`src/rtl/shift_pkg.sv`:
```
// Shared definitions for the sequential shifter: operation codes and FSM state encoding.
package shift_pkg;

    typedef enum logic [1:0] {
        SH_PASS = 2'b00,
        SH_LSL  = 2'b01,
        SH_LSR  = 2'b10,
        SH_ASR  = 2'b11
    } sh_op_e;

    typedef enum logic [1:0] {
        ST_IDLE  = 2'b00,
        ST_SHIFT = 2'b01,
        ST_DONE  = 2'b10
    } state_e;

endpackage

```
`src/rtl/shift_step.sv`:
```
// Combinational single-position shifter; reports the bit that leaves the register.
module shift_step
    import shift_pkg::*;
#(
    parameter int WIDTH = 16
) (
    input  logic [WIDTH-1:0] r,
    input  logic [1:0]       op,
    output logic [WIDTH-1:0] r_next,
    output logic             out_bit
);

    // One-position step selected by op; pass leaves the value untouched
    always_comb begin
        r_next  = r;
        out_bit = 1'b0;
        case (op)
            SH_LSL: begin
                r_next  = {r[WIDTH-2:0], 1'b0};
                out_bit = r[WIDTH-1];
            end
            SH_LSR: begin
                r_next  = {1'b0, r[WIDTH-1:1]};
                out_bit = r[0];
            end
            SH_ASR: begin
                r_next  = {r[WIDTH-1], r[WIDTH-1:1]};
                out_bit = r[0];
            end
            default: begin
                r_next  = r;
                out_bit = 1'b0;
            end
        endcase
    end

endmodule

```
`src/rtl/shift_seq.sv`:
```
// Sequential multi-position shifter, one bit per clock, with start/ready and valid/ready handshakes.
// Optional build macro SHIFT_SEQ_CARRY_OUT_EN enables carry_out tracking (tied to 0 otherwise).
module shift_seq
    import shift_pkg::*;
#(
    parameter int WIDTH = 16,
    parameter int AMT_W = $clog2(WIDTH) + 1
) (
    input  logic             clk,
    input  logic             reset,
    input  logic             start,
    output logic             start_ready,
    input  logic [WIDTH-1:0] data_in,
    input  logic [1:0]       op,
    input  logic [AMT_W-1:0] amt,
    output logic             busy,
    output logic [WIDTH-1:0] result,
    output logic             result_valid,
    input  logic             result_ready,
    output logic             carry_out
);

    localparam logic [AMT_W-1:0] AMT_MAX = AMT_W'(WIDTH);

    state_e           state_q, state_d;
    logic [WIDTH-1:0] result_q, result_d;
    logic [1:0]       op_q, op_d;
    logic [AMT_W-1:0] count_q, count_d;
    logic [AMT_W-1:0] k_s;
    logic [WIDTH-1:0] step_r_s;
    logic             step_out_s;
    logic             start_ready_q, busy_q, result_valid_q;

    assign k_s = (amt > AMT_MAX) ? AMT_MAX : amt;

    shift_step #(.WIDTH(WIDTH)) u_step (
        .r       (result_q),
        .op      (op_q),
        .r_next  (step_r_s),
        .out_bit (step_out_s)
    );

    // Next-state and datapath update
    always_comb begin
        state_d  = state_q;
        result_d = result_q;
        op_d     = op_q;
        count_d  = count_q;
        case (state_q)
            ST_IDLE: begin
                if (start) begin
                    result_d = data_in;
                    op_d     = op;
                    if ((op == SH_PASS) || (k_s == {AMT_W{1'b0}})) begin
                        count_d = {AMT_W{1'b0}};
                        state_d = ST_DONE;
                    end else begin
                        count_d = k_s;
                        state_d = ST_SHIFT;
                    end
                end else begin
                    state_d = ST_IDLE;
                end
            end
            ST_SHIFT: begin
                result_d = step_r_s;
                count_d  = count_q - AMT_W'(1);
                if (count_q == AMT_W'(1)) begin
                    state_d = ST_DONE;
                end else begin
                    state_d = ST_SHIFT;
                end
            end
            ST_DONE: begin
                if (result_ready) begin
                    state_d = ST_IDLE;
                end else begin
                    state_d = ST_DONE;
                end
            end
            default: begin
                state_d = ST_IDLE;
            end
        endcase
    end

    // State, datapath and handshake flags; flags are decoded from the next state so they are registered
    always_ff @(posedge clk) begin
        if (reset) begin
            state_q        <= ST_IDLE;
            result_q       <= {WIDTH{1'b0}};
            op_q           <= 2'b00;
            count_q        <= {AMT_W{1'b0}};
            start_ready_q  <= 1'b1;
            busy_q         <= 1'b0;
            result_valid_q <= 1'b0;
        end else begin
            state_q        <= state_d;
            result_q       <= result_d;
            op_q           <= op_d;
            count_q        <= count_d;
            start_ready_q  <= (state_d == ST_IDLE);
            busy_q         <= (state_d != ST_IDLE);
            result_valid_q <= (state_d == ST_DONE);
        end
    end

`ifdef SHIFT_SEQ_CARRY_OUT_EN
    logic carry_q, carry_d;

    // Carry clears on accept and captures each bit leaving the register while shifting
    always_comb begin
        carry_d = carry_q;
        if ((state_q == ST_IDLE) && start) begin
            carry_d = 1'b0;
        end else if (state_q == ST_SHIFT) begin
            carry_d = step_out_s;
        end else begin
            carry_d = carry_q;
        end
    end

    // Carry register
    always_ff @(posedge clk) begin
        if (reset) begin
            carry_q <= 1'b0;
        end else begin
            carry_q <= carry_d;
        end
    end

    assign carry_out = carry_q;
`else
    // The shifted-out bit is deliberately discarded when carry tracking is off.
    assign carry_out = step_out_s & 1'b0;
`endif

    assign start_ready  = start_ready_q;
    assign busy         = busy_q;
    assign result_valid = result_valid_q;
    assign result       = result_q;

endmodule
```
`config.mk`:
```
export PLATFORM = sky130hd
export DESIGN_NAME = shift_seq
export DESIGN_NICKNAME = d
export VERILOG_FILES = /design/src/rtl/shift_pkg.sv /design/src/rtl/shift_step.sv /design/src/rtl/shift_seq.sv
export SDC_FILE = /design/constraint.sdc
export NUM_CORES = 1
export LEC_CHECK = 0
export BUFFER_PORTS_ARGS = -buffer_cell sky130_fd_sc_hd__buf_2
export CAP_MARGIN = 40
export CELL_PAD_IN_SITES_DETAIL_PLACEMENT = 0
export CELL_PAD_IN_SITES_GLOBAL_PLACEMENT = 2
export CORE_MARGIN = 2
export CORE_UTILIZATION = 33
export CTS_BUF_LIST = sky130_fd_sc_hd__clkbuf_2
export DETAILED_ROUTE_END_ITERATION = 10
export PLACE_DENSITY_LB_ADDON = 0.12
export REMOVE_ABC_BUFFERS = 1
export SYNTH_ARGS = -nofsm -noshare
export SYNTH_HDL_FRONTEND = slang
export SYNTH_HIERARCHICAL = 1
export SYNTH_SLANG_ARGS = --single-unit
```
`constraint.sdc`:
```
create_clock -name clk -period 2.2 [get_ports clk]
set_input_delay 0.22 -clock clk [delete_from_list [all_inputs] [get_ports clk]]
set_output_delay 0.22 -clock clk [all_outputs]
set_load 0.05 [all_outputs]
```
==> run metrics, run 1 <==
Worst Setup End Kind=register; fin util=about two fifths; die width=77.25 um; fmax=577.9 MHz; initial antenna violation count=0; cell breakdown of the critical path=o21ba_1 -> buf_4 -> nor2_1 -> a311oi_2; worst skew pair latency=0.36 ns; setup TNS=0 ns; Pleak=roughly 0.83 nW; clock slew seen by the registers of the worst setup and hold paths=0.27 ns; hold-fix buffers at CTS=0; P_sw=613.8 uW; Die Ht=77.25 um; Die ar.=5967 um^2; core area=between 5000 and 6000 um^2; nets=290; fin crit period=1.731 ns; hold slack=0.07203 ns; Syn Area/Cell=roughly 8 um^2; total track usage=14.61%; FP Rows=26; number of diodes=0; area grow syn2layout=13.50%; hold wc startpoint=data_in[11]; vias in the first global route=1,442; Starting Density=between 30% and 40%; CTS resizes=0; Final Hold Fails=0; Syn Inst Count=222; DRT Pass-1 Iters=4; DR DRC count=0; Cell Area, Synth=1770 um^2; Fillers=584; largest net degree at the start of global routing=23; Root Buffer=clkbuf_2; crit path max-delay cell type=dfxtp_1; layout cells sized above 1=27.03%; Crit. Startpoint=state_q[0]; first-pass GRT wire length=7003 um; Cell Int Power=805.7 uW; detailed placer's ending HPWL=3093 um; Critical Path Max Stage Delay=0.65 ns; Final setup viols=0; total gr overflow=0; Worst slew margin=64.82%; Gate power share=40.8%; CP required=2.51 ns; Worst Path Max Fanout=19; Routed WL per cell=between 10 and 15 um; Synth warnings=6; remaining antenna violation count=0; kind of critical path=register to register; maxcap violations=0; CTS Buf Count=3; Post-CTS Setup Bufs=0; VDD IR max=about 230 uV; R2R Path Start=state_q[0]; period utilisation layout=78.66%; CTS tree=yes; Min-Delay Path Class=input port to register; drt initial violations=54; CTS max path bufs=2; Sequential Power Share=45.7%; Power Density=706.4 nW/um^2; CP startpoint kind=register; run status=complete, no violations; routability cong.=0.7535; H-tree depth=1; vias per inst=4.894; crit path DAT=2.04 ns; fraction of power spent switching nets=about 43%; IO Pins=47; worst slew pin tran=0.5276 ns; CTS sink cnt=28; I/O Buffers=45; worst clock skew=0.006675 ns; clock network power share=13.6%; via count=1,610; RSZ-0062 raised after global routing=false; Routed WL=approximately 4300 um; Final Slew Violations=0
-- per-layer routing --
layer,up-vias,GRT usage [%],routed length [um]
met1,736,20.95,2244
met5,-,0,0
met2,29,22.78,1930
met4,0,3.750,15
met3,2,2.235,126
li1,843,-,-
-- worst max-delay path: cells and delay by family, from the launching register on --
family / cells / cell delay [ns]
and+or+nand+nor: 1 / 0.08
AOI/OAI and AO/OA: 2 / 0.63
buffers and inverters: 1 / 0.32
DFF: 1 / 0.65
-- metrics by stage --
| step | total power [mW] | worst slack [ns] | instance area, um^2 | std cells |
|---|---|---|---|---|
| floorplan | 1.069 | 0.3297 | 1622 | 203 |
| global placement | 1.244 | 0.5513 | 1994 | 326 |
| detailed placement | 1.243 | 0.4946 | 1994 | 326 |
| CTS | 1.437 | 0.4224 | 2009 | 329 |
| global route | 1.525 | 0.2799 | 2009 | 329 |
| finish | 1.420 | 0.4695 | 2009 | 329 |
-- path summary, 6_finish.rpt --
| kind | endpoint | cells past startpoint | slack (ns) |
|---|---|---|---|
| worst max register to register | result[9] | 4 | 0.47 |
| worst min register to register | count_q[4] | 2 | 0.52 |
| worst max-delay path | result[9] | 4 | 0.47 |
| worst min-delay path | result[11] | 3 | 0.07 |
-- registers in the layout, summed over array words and instances (netlist names) --
| signal | cells |
|---|---|
| start_ready | 1 |
| busy | 1 |
| result_valid | 1 |
| result | 16 |
| count_q | 5 |
| op_q | 2 |
| state_q | 2 |
-- cell usage in the layout, fill, tap and decap left out, types with 2 or more instances in the layout --
cell / instances
ha_1: 2
o22ai_1: 2
a21oi_1: 13
a31oi_1: 2
a311oi_1: 4
nor3b_1: 3
nand3_1: 2
o21ai_1: 9
buf_2: 45
nor2b_1: 5
mux2i_1: 16
inv_1: 2
nand2_1: 41
dfxtp_1: 28
a22o_1: 2
nor2_1: 35
clkbuf_2: 3
nor3_1: 6
buf_4: 8
a311oi_2: 9
o21ai_0: 8
-- power groups by stage --
stage	combinational (mW)	sequential (mW)	clock [mW]
finish	0.578	0.648	0.193
global route	0.634	0.662	0.229
CTS	0.585	0.649	0.203
detailed placement	0.583	0.659	0
global placement	0.582	0.661	0
floorplan	0.270	0.798	0
-- cell type report --
type / instances / area (um^2) / area share, %
sequential: 28 / 560.5 / 27.90
timing repair buffer: 53 / 285.3 / 14.20
clock buffer: 3 / 15.01 / 0.7472
inverter: 3 / 11.26 / 0.5604
multi-input combinational: 172 / 1050 / 52.24
tap: 70 / 87.58 / 4.359
(Power assumes the default switching activity.)
==> inputs of run 2 (changes only) <==
--- a/config.mk
+++ b/config.mk
@@ -5,12 +5,13 @@
 export SDC_FILE = /design/constraint.sdc
 export NUM_CORES = 1
 export LEC_CHECK = 0
+export ABC_AREA = 1
 export BUFFER_PORTS_ARGS = -buffer_cell sky130_fd_sc_hd__buf_2
 export CAP_MARGIN = 40
 export CELL_PAD_IN_SITES_DETAIL_PLACEMENT = 0
 export CELL_PAD_IN_SITES_GLOBAL_PLACEMENT = 2
 export CORE_MARGIN = 2
-export CORE_UTILIZATION = 33
+export CORE_UTILIZATION = 28
 export CTS_BUF_LIST = sky130_fd_sc_hd__clkbuf_2
 export DETAILED_ROUTE_END_ITERATION = 10
 export PLACE_DENSITY_LB_ADDON = 0.12
==> constraint.sdc (replaced) <==
create_clock -name clk -period 1.6 [get_ports clk]
set_input_delay 0.16 -clock clk [delete_from_list [all_inputs] [get_ports clk]]
set_output_delay 0.16 -clock clk [all_outputs]
set_load 0.05 [all_outputs]
==> run 2 against run 1 <==
Clock skew increased by 0.011 ns. Largest cell class unchanged. Non-clock buffer count increased by 17. Die area increased by 16%. Largest power group unchanged.
==> run metrics, run 2 <==
R2R Setup Slk=0.20 ns (was 0.47 ns); FF-to-FF End=result[1] (was result[9]); Routed WL per cell=12.47 um (was 13.12 um); IO Pins=47 (unchanged); Cell Area, Synth=1759 um^2 (was 1770 um^2); Pleak=1.081 nW (was 0.8348 nW); Post-CTS Setup Bufs=0 (unchanged); Worst Setup End Kind=register (unchanged); hold-fix buffers at CTS=17 (was 0); Root Buffer=clkbuf_2 (unchanged); DR DRC count=0 (unchanged); met1 usage=19.60% (was 20.95%); RSZ-0062 raised after global routing=false (unchanged); period utilisation layout=87.66% (was 78.66%); fin crit period=1.403 ns (was 1.731 ns); vias per inst=4.579 (was 4.894); Worst Path Max Fanout=7 (was 19); Final Hold Fails=0 (unchanged); Routed WL=5101 um (was 4316 um); core area=5991 um^2 (was 5140 um^2); Worst Hold End=result[6] (was result[11]); layout cells sized above 1=20.36% (was 27.03%); highest-count cells in the layout ignoring fill and taps=nand2_1, buf_2, nor2_1 (was buf_2, nand2_1, nor2_1); nets=364 (was 290); Final Slew Violations=0 (unchanged); die width=83.27 um (was 77.25 um); R2R Path Start=op_q[0] (was state_q[0]); CP startpoint kind=register (unchanged); DRT Pass-1 Iters=4 (unchanged); hold wc startpoint=data_in[6] (was data_in[11]); setup TNS=0 ns (unchanged); largest net degree at the start of global routing=32 (was 23); M2 GR Usage=27.71% (was 22.78%); Final setup viols=0 (unchanged); global route hottest layer=met2 (unchanged); routability cong.=0.7687 (was 0.7535); Die Ht=83.27 um (was 77.25 um); vias in the first global route=1,884 (was 1,442); crit path max-delay cell type=dfxtp_1 (unchanged); CTS Buf Count=3 (unchanged); remaining antenna violation count=0 (unchanged); Worst R2R Path Depth=7 (was 4); drt initial violations=77 (was 54); Critical Path Max Stage Delay=0.61 ns (was 0.65 ns); Power Density=953.4 nW/um^2 (was 706.4 nW/um^2); Syn Area/Cell=6.397 um^2 (was 7.975 um^2); area grow syn2layout=26.17% (was 13.50%); Min-Delay Path Class=input port to register (unchanged); Worst Hold Depth=3 (unchanged); via count=1,873 (was 1,610); detailed placer's ending HPWL=3608 um (was 3093 um); CTS tree=yes (unchanged); initial antenna violation count=0 (unchanged); commonest non-fill, non-tap cell in the layout=nand2_1 (was buf_2); cell breakdown of the critical path=buf_4 -> nand3_1 -> nand3_1 -> nor2_1 -> nor2_1 -> o21ai_1 -> a21oi_1 (was o21ba_1 -> buf_4 -> nor2_1 -> a311oi_2); maxcap violations=0 (unchanged); Synth warnings=6 (unchanged); Starting Density=29.37% (was 34.44%); CTS resizes=0 (unchanged); total gr overflow=0 (unchanged); crit-path leading delay family=flip-flops (unchanged); kind of critical path=register to register (unchanged); fmax=712.9 MHz (was 577.9 MHz); worst path bufs/invs=1 (unchanged); run status=complete, no violations (unchanged); Largest register FFs=16 (unchanged); Syn Inst Count=275 (was 222); crit path DAT=1.76 ns (was 2.04 ns); fin util=37.05% (was 39.09%); CTS sink cnt=28 (unchanged); clock slew seen by the registers of the worst setup and hold paths=0.32 ns (was 0.27 ns); CTS max path bufs=2 (unchanged); first-pass GRT wire length=8963 um (was 7003 um); total track usage=15.48% (was 14.61%); worst clock skew=0.01740 ns (was 0.006675 ns); number of diodes=0 (unchanged); FP Rows=28 (was 26); VDD IR max=323.2 uV (was 227.1 uV); M3 GR Usage=2.087% (was 2.235%); CP required=1.95 ns (was 2.51 ns); I/O Buffers=45 (unchanged); worst skew pair latency=0.40 ns (was 0.36 ns); H-tree depth=1 (unchanged); Die ar.=6933 um^2 (was 5967 um^2)
run 2: layout make-up:
cell class	instances	area, um^2
clock buffers	3	15.01
well taps	75	93.84
clock inverters	1	30.03
multi-input cells	214	992.2
fillers	684	3771
flip-flops and latches	28	560.5
inverters	18	72.57
repair buffers	70	455.4
run 2: report_power, final:
part           total, mW  switching [mW]  internal (mW)
Combinational      0.789           0.528          0.261
Sequential         0.864          0.0877          0.776
Clock              0.463           0.248          0.215
run 2: worst min-delay path: cells and delay by family:
family / cells / cell delay (ns)
buf+inv: 1 / 0.07
compound gates: 2 / 0.19
run 2: layer usage:
metal,vias up,share of wire [%]
li1,1009,-
met1,827,47
met2,35,48
met3,2,3.8
met4,0,0.53
met5,-,0
run 2: worst max-delay path by stage:
| stage | start | end | slack, ns | cells after the start |
|---|---|---|---|---|
| floorplan | op_q[1] | result[6] | 0.19 | 7 |
| global route | op_q[1] | result[8] | 0.06 | 8 |
| global placement | op_q[1] | result[2] | 0.27 | 8 |
| finish | op_q[0] | result[1] | 0.20 | 7 |
| CTS | result[4] | result[4] | 0.21 | 1 |
| detailed placement | op_q[0] | result[2] | 0.28 | 7 |
run 2: metrics by stage:
stage | instances | power [mW] | instance area [um^2] | hold slack (ns) | worst slack [ns]
3_3_place_gp | 388 | 1.652 | 2004 | 0.4303 | 0.2737
5_1_grt | 409 | 2.275 | 2220 | 0.0007667 | 0.05544
4_1_cts | 409 | 2.153 | 2220 | 0.0009715 | 0.2094
2_1_floorplan | 260 | 1.407 | 1625 | 0.2291 | 0.1889
3_5_place_dp | 388 | 1.645 | 2004 | 0.4390 | 0.2792
6_report | 409 | 2.116 | 2220 | 0.02728 | 0.1974
==> inputs of run 3 (changes only) <==
==> constraint.sdc (replaced) <==
create_clock -name clk -period 1.4 [get_ports clk]
set_input_delay 0.14 -clock clk [delete_from_list [all_inputs] [get_ports clk]]
set_output_delay 0.14 -clock clk [all_outputs]
set_load 0.05 [all_outputs]
==> run 3 against run 2 <==
Sequential share of layout area is 0.93 points lower. Via count up 3.7%. Fmax is 4.9% higher. Wire length up 1.1%. Flip-flop and latch count unchanged. Combinational power is 24% higher. Die area did not move. Worst hold slack improved by 0.022 ns. Critical path depth up 2. First-iteration DRC count decreased by 45%. Largest power group unchanged.
==> run metrics, run 3 (same netlist as run 2, synthesis figures left out) <==
layout cells sized above 1=25.14% (was 20.36%); worst skew pair latency=0.40 ns (about the same); FP Rows=28 (unchanged); die width=83.27 um (unchanged); VDD IR max=418.9 uV (was 323.2 uV); core area=5991 um^2 (unchanged); total gr overflow=0 (unchanged); largest net degree at the start of global routing=32 (unchanged); Worst Path Max Fanout=10 (was 7); CP required=1.76 ns (was 1.95 ns); remaining antenna violation count=0 (unchanged); Routed WL per cell=12.25 um (was 12.47 um); kind of critical path=register to register (unchanged); Power Density=1063 nW/um^2 (was 953.4 nW/um^2); CTS tree=yes (unchanged); commonest non-fill, non-tap cell in the layout=nand2_1 (unchanged); fmax=747.7 MHz (was 712.9 MHz); Total Power=2.494 mW (was 2.116 mW); CTS Buf Count=3 (unchanged); clock slew seen by the registers of the worst setup and hold paths=0.30 ns (was 0.32 ns); crit path DAT=1.69 ns (was 1.76 ns); Final setup viols=0 (unchanged); number of diodes=0 (unchanged); Min-Delay Path Class=input port to register (unchanged); initial antenna violation count=0 (unchanged); Routed WL=5158 um (was 5101 um); Root Buffer=clkbuf_2 (unchanged); H-tree depth=1 (unchanged); I/O Buffers=45 (unchanged); Worst Hold End=count_q[1] (was result[6]); total track usage=14.97% (was 15.48%); Fillers=671 (was 684); Final Hold Fails=0 (unchanged); Die ar.=6933 um^2 (unchanged); Worst Hold Depth=5 (was 3); run status=complete, no violations (unchanged); detailed placer's ending HPWL=3622 um (was 3608 um); drt initial violations=42 (was 77); DRT Pass-1 Iters=4 (unchanged); area grow syn2layout=33.36% (was 26.17%); maxcap violations=0 (unchanged); highest-count cells in the layout ignoring fill and taps=nand2_1, buf_2, nor2_1 (unchanged); R2R Setup Slk=0.06 ns (was 0.20 ns); worst clock skew=0.01057 ns (was 0.01740 ns); CP startpoint kind=register (unchanged); hold wc startpoint=amt[1] (was data_in[6]); FF-to-FF End=result[1] (unchanged); Pleak=1.143 nW (was 1.081 nW); Largest register FFs=16 (unchanged); DR DRC count=0 (unchanged); hold slack=0.04915 ns (was 0.02728 ns); fin util=39.16% (was 37.05%); CTS max path bufs=2 (unchanged); vias in the first global route=1,910 (was 1,884); via count=1,943 (was 1,873); Die Ht=83.27 um (unchanged); Worst R2R Path Depth=9 (was 7); fin crit period=1.337 ns (was 1.403 ns); IO Pins=47 (unchanged); Starting Density=29.37% (unchanged); nets=376 (was 364); R2R Path Start=op_q[1] (was op_q[0]); routability cong.=0.7684 (was 0.7687); period utilisation layout=95.53% (was 87.66%); first-pass GRT wire length=8804 um (was 8963 um); Final Slew Violations=0 (unchanged); vias per inst=4.615 (was 4.579); CTS sink cnt=28 (unchanged); RSZ-0062 raised after global routing=true (was false); Worst Setup End Kind=register (unchanged)
[run 3: cell types whose count changed in the layout (fill, tap and decap cells not counted), moves of 3 or more]
cell,delta
dfxtp_2,+8
dlygate4sd3_1,+3
buf_4,+7
dfxtp_1,-8
[run 3: stage by stage]
| stage | TNS, ns | area, um^2 | setup WS [ns] | cells |
|---|---|---|---|---|
| 3_5_place_dp | 0 | 2039 | 0.1622 | 391 |
| 4_1_cts | 0 | 2285 | 0.03008 | 415 |
| 2_1_floorplan | -0.04423 | 1625 | -0.01108 | 260 |
| 5_1_grt | -0.2262 | 2346 | -0.04293 | 421 |
| 6_report | 0 | 2346 | 0.06254 | 421 |
| 3_3_place_gp | 0 | 2039 | 0.1689 | 391 |
[run 3: power breakdown]
group          total, mW  switching (mW)  internal (mW)
sequential         0.989          0.0971          0.892
clock              0.529           0.283          0.246
combinational      0.976           0.621          0.354
[run 3: worst max-delay path by stage]
stage | startpoint | to
after floorplan | op_q[1] | result[6]
after global placement | state_q[1] | result[10]
after detailed placement | op_q[1] | result[7]
after CTS | result[8] | result[8]
after global routing | op_q[1] | result[1]
final | op_q[1] | result[1]
[run 3: area by class of cell]
class,count,area (um^2),share of cell area [%]
multi-input cells,214,994.7,42.40
inverters,18,72.57,3.093
repair buffers,82,569.3,24.27
clock buffers,3,15.01,0.6400
well taps,75,93.84,4.000
flip-flops and latches,28,570.5,24.32
clock inverters,1,30.03,1.280
[run 3: metal layers]
layer / share of wire, % / track usage, %
met3: 3.0 / 2.485
met2: 51 / 28.45
met1: 46 / 17.97
met5: 0 / 0
met4: 0.52 / 1.788
[run 3: timing repair]
action                     in CTS  in global routing
hold endpoints to repair       20                  0
resized for setup               0                 13
setup buffers                   0                  6
setup endpoints to repair       0                 21
hold buffers                   20                  0
[run 3: worst max-delay path: stages (launching register included)]
cell and delay [ns]:
dfxtp_2 0.40, buf_12 0.14, nor2_8 0.15, buf_6 0.15, nand2_1 0.05, nand3_1 0.06, nor2_1 0.05, nor2_1 0.09
o21ai_1 0.07, a21oi_1 0.14
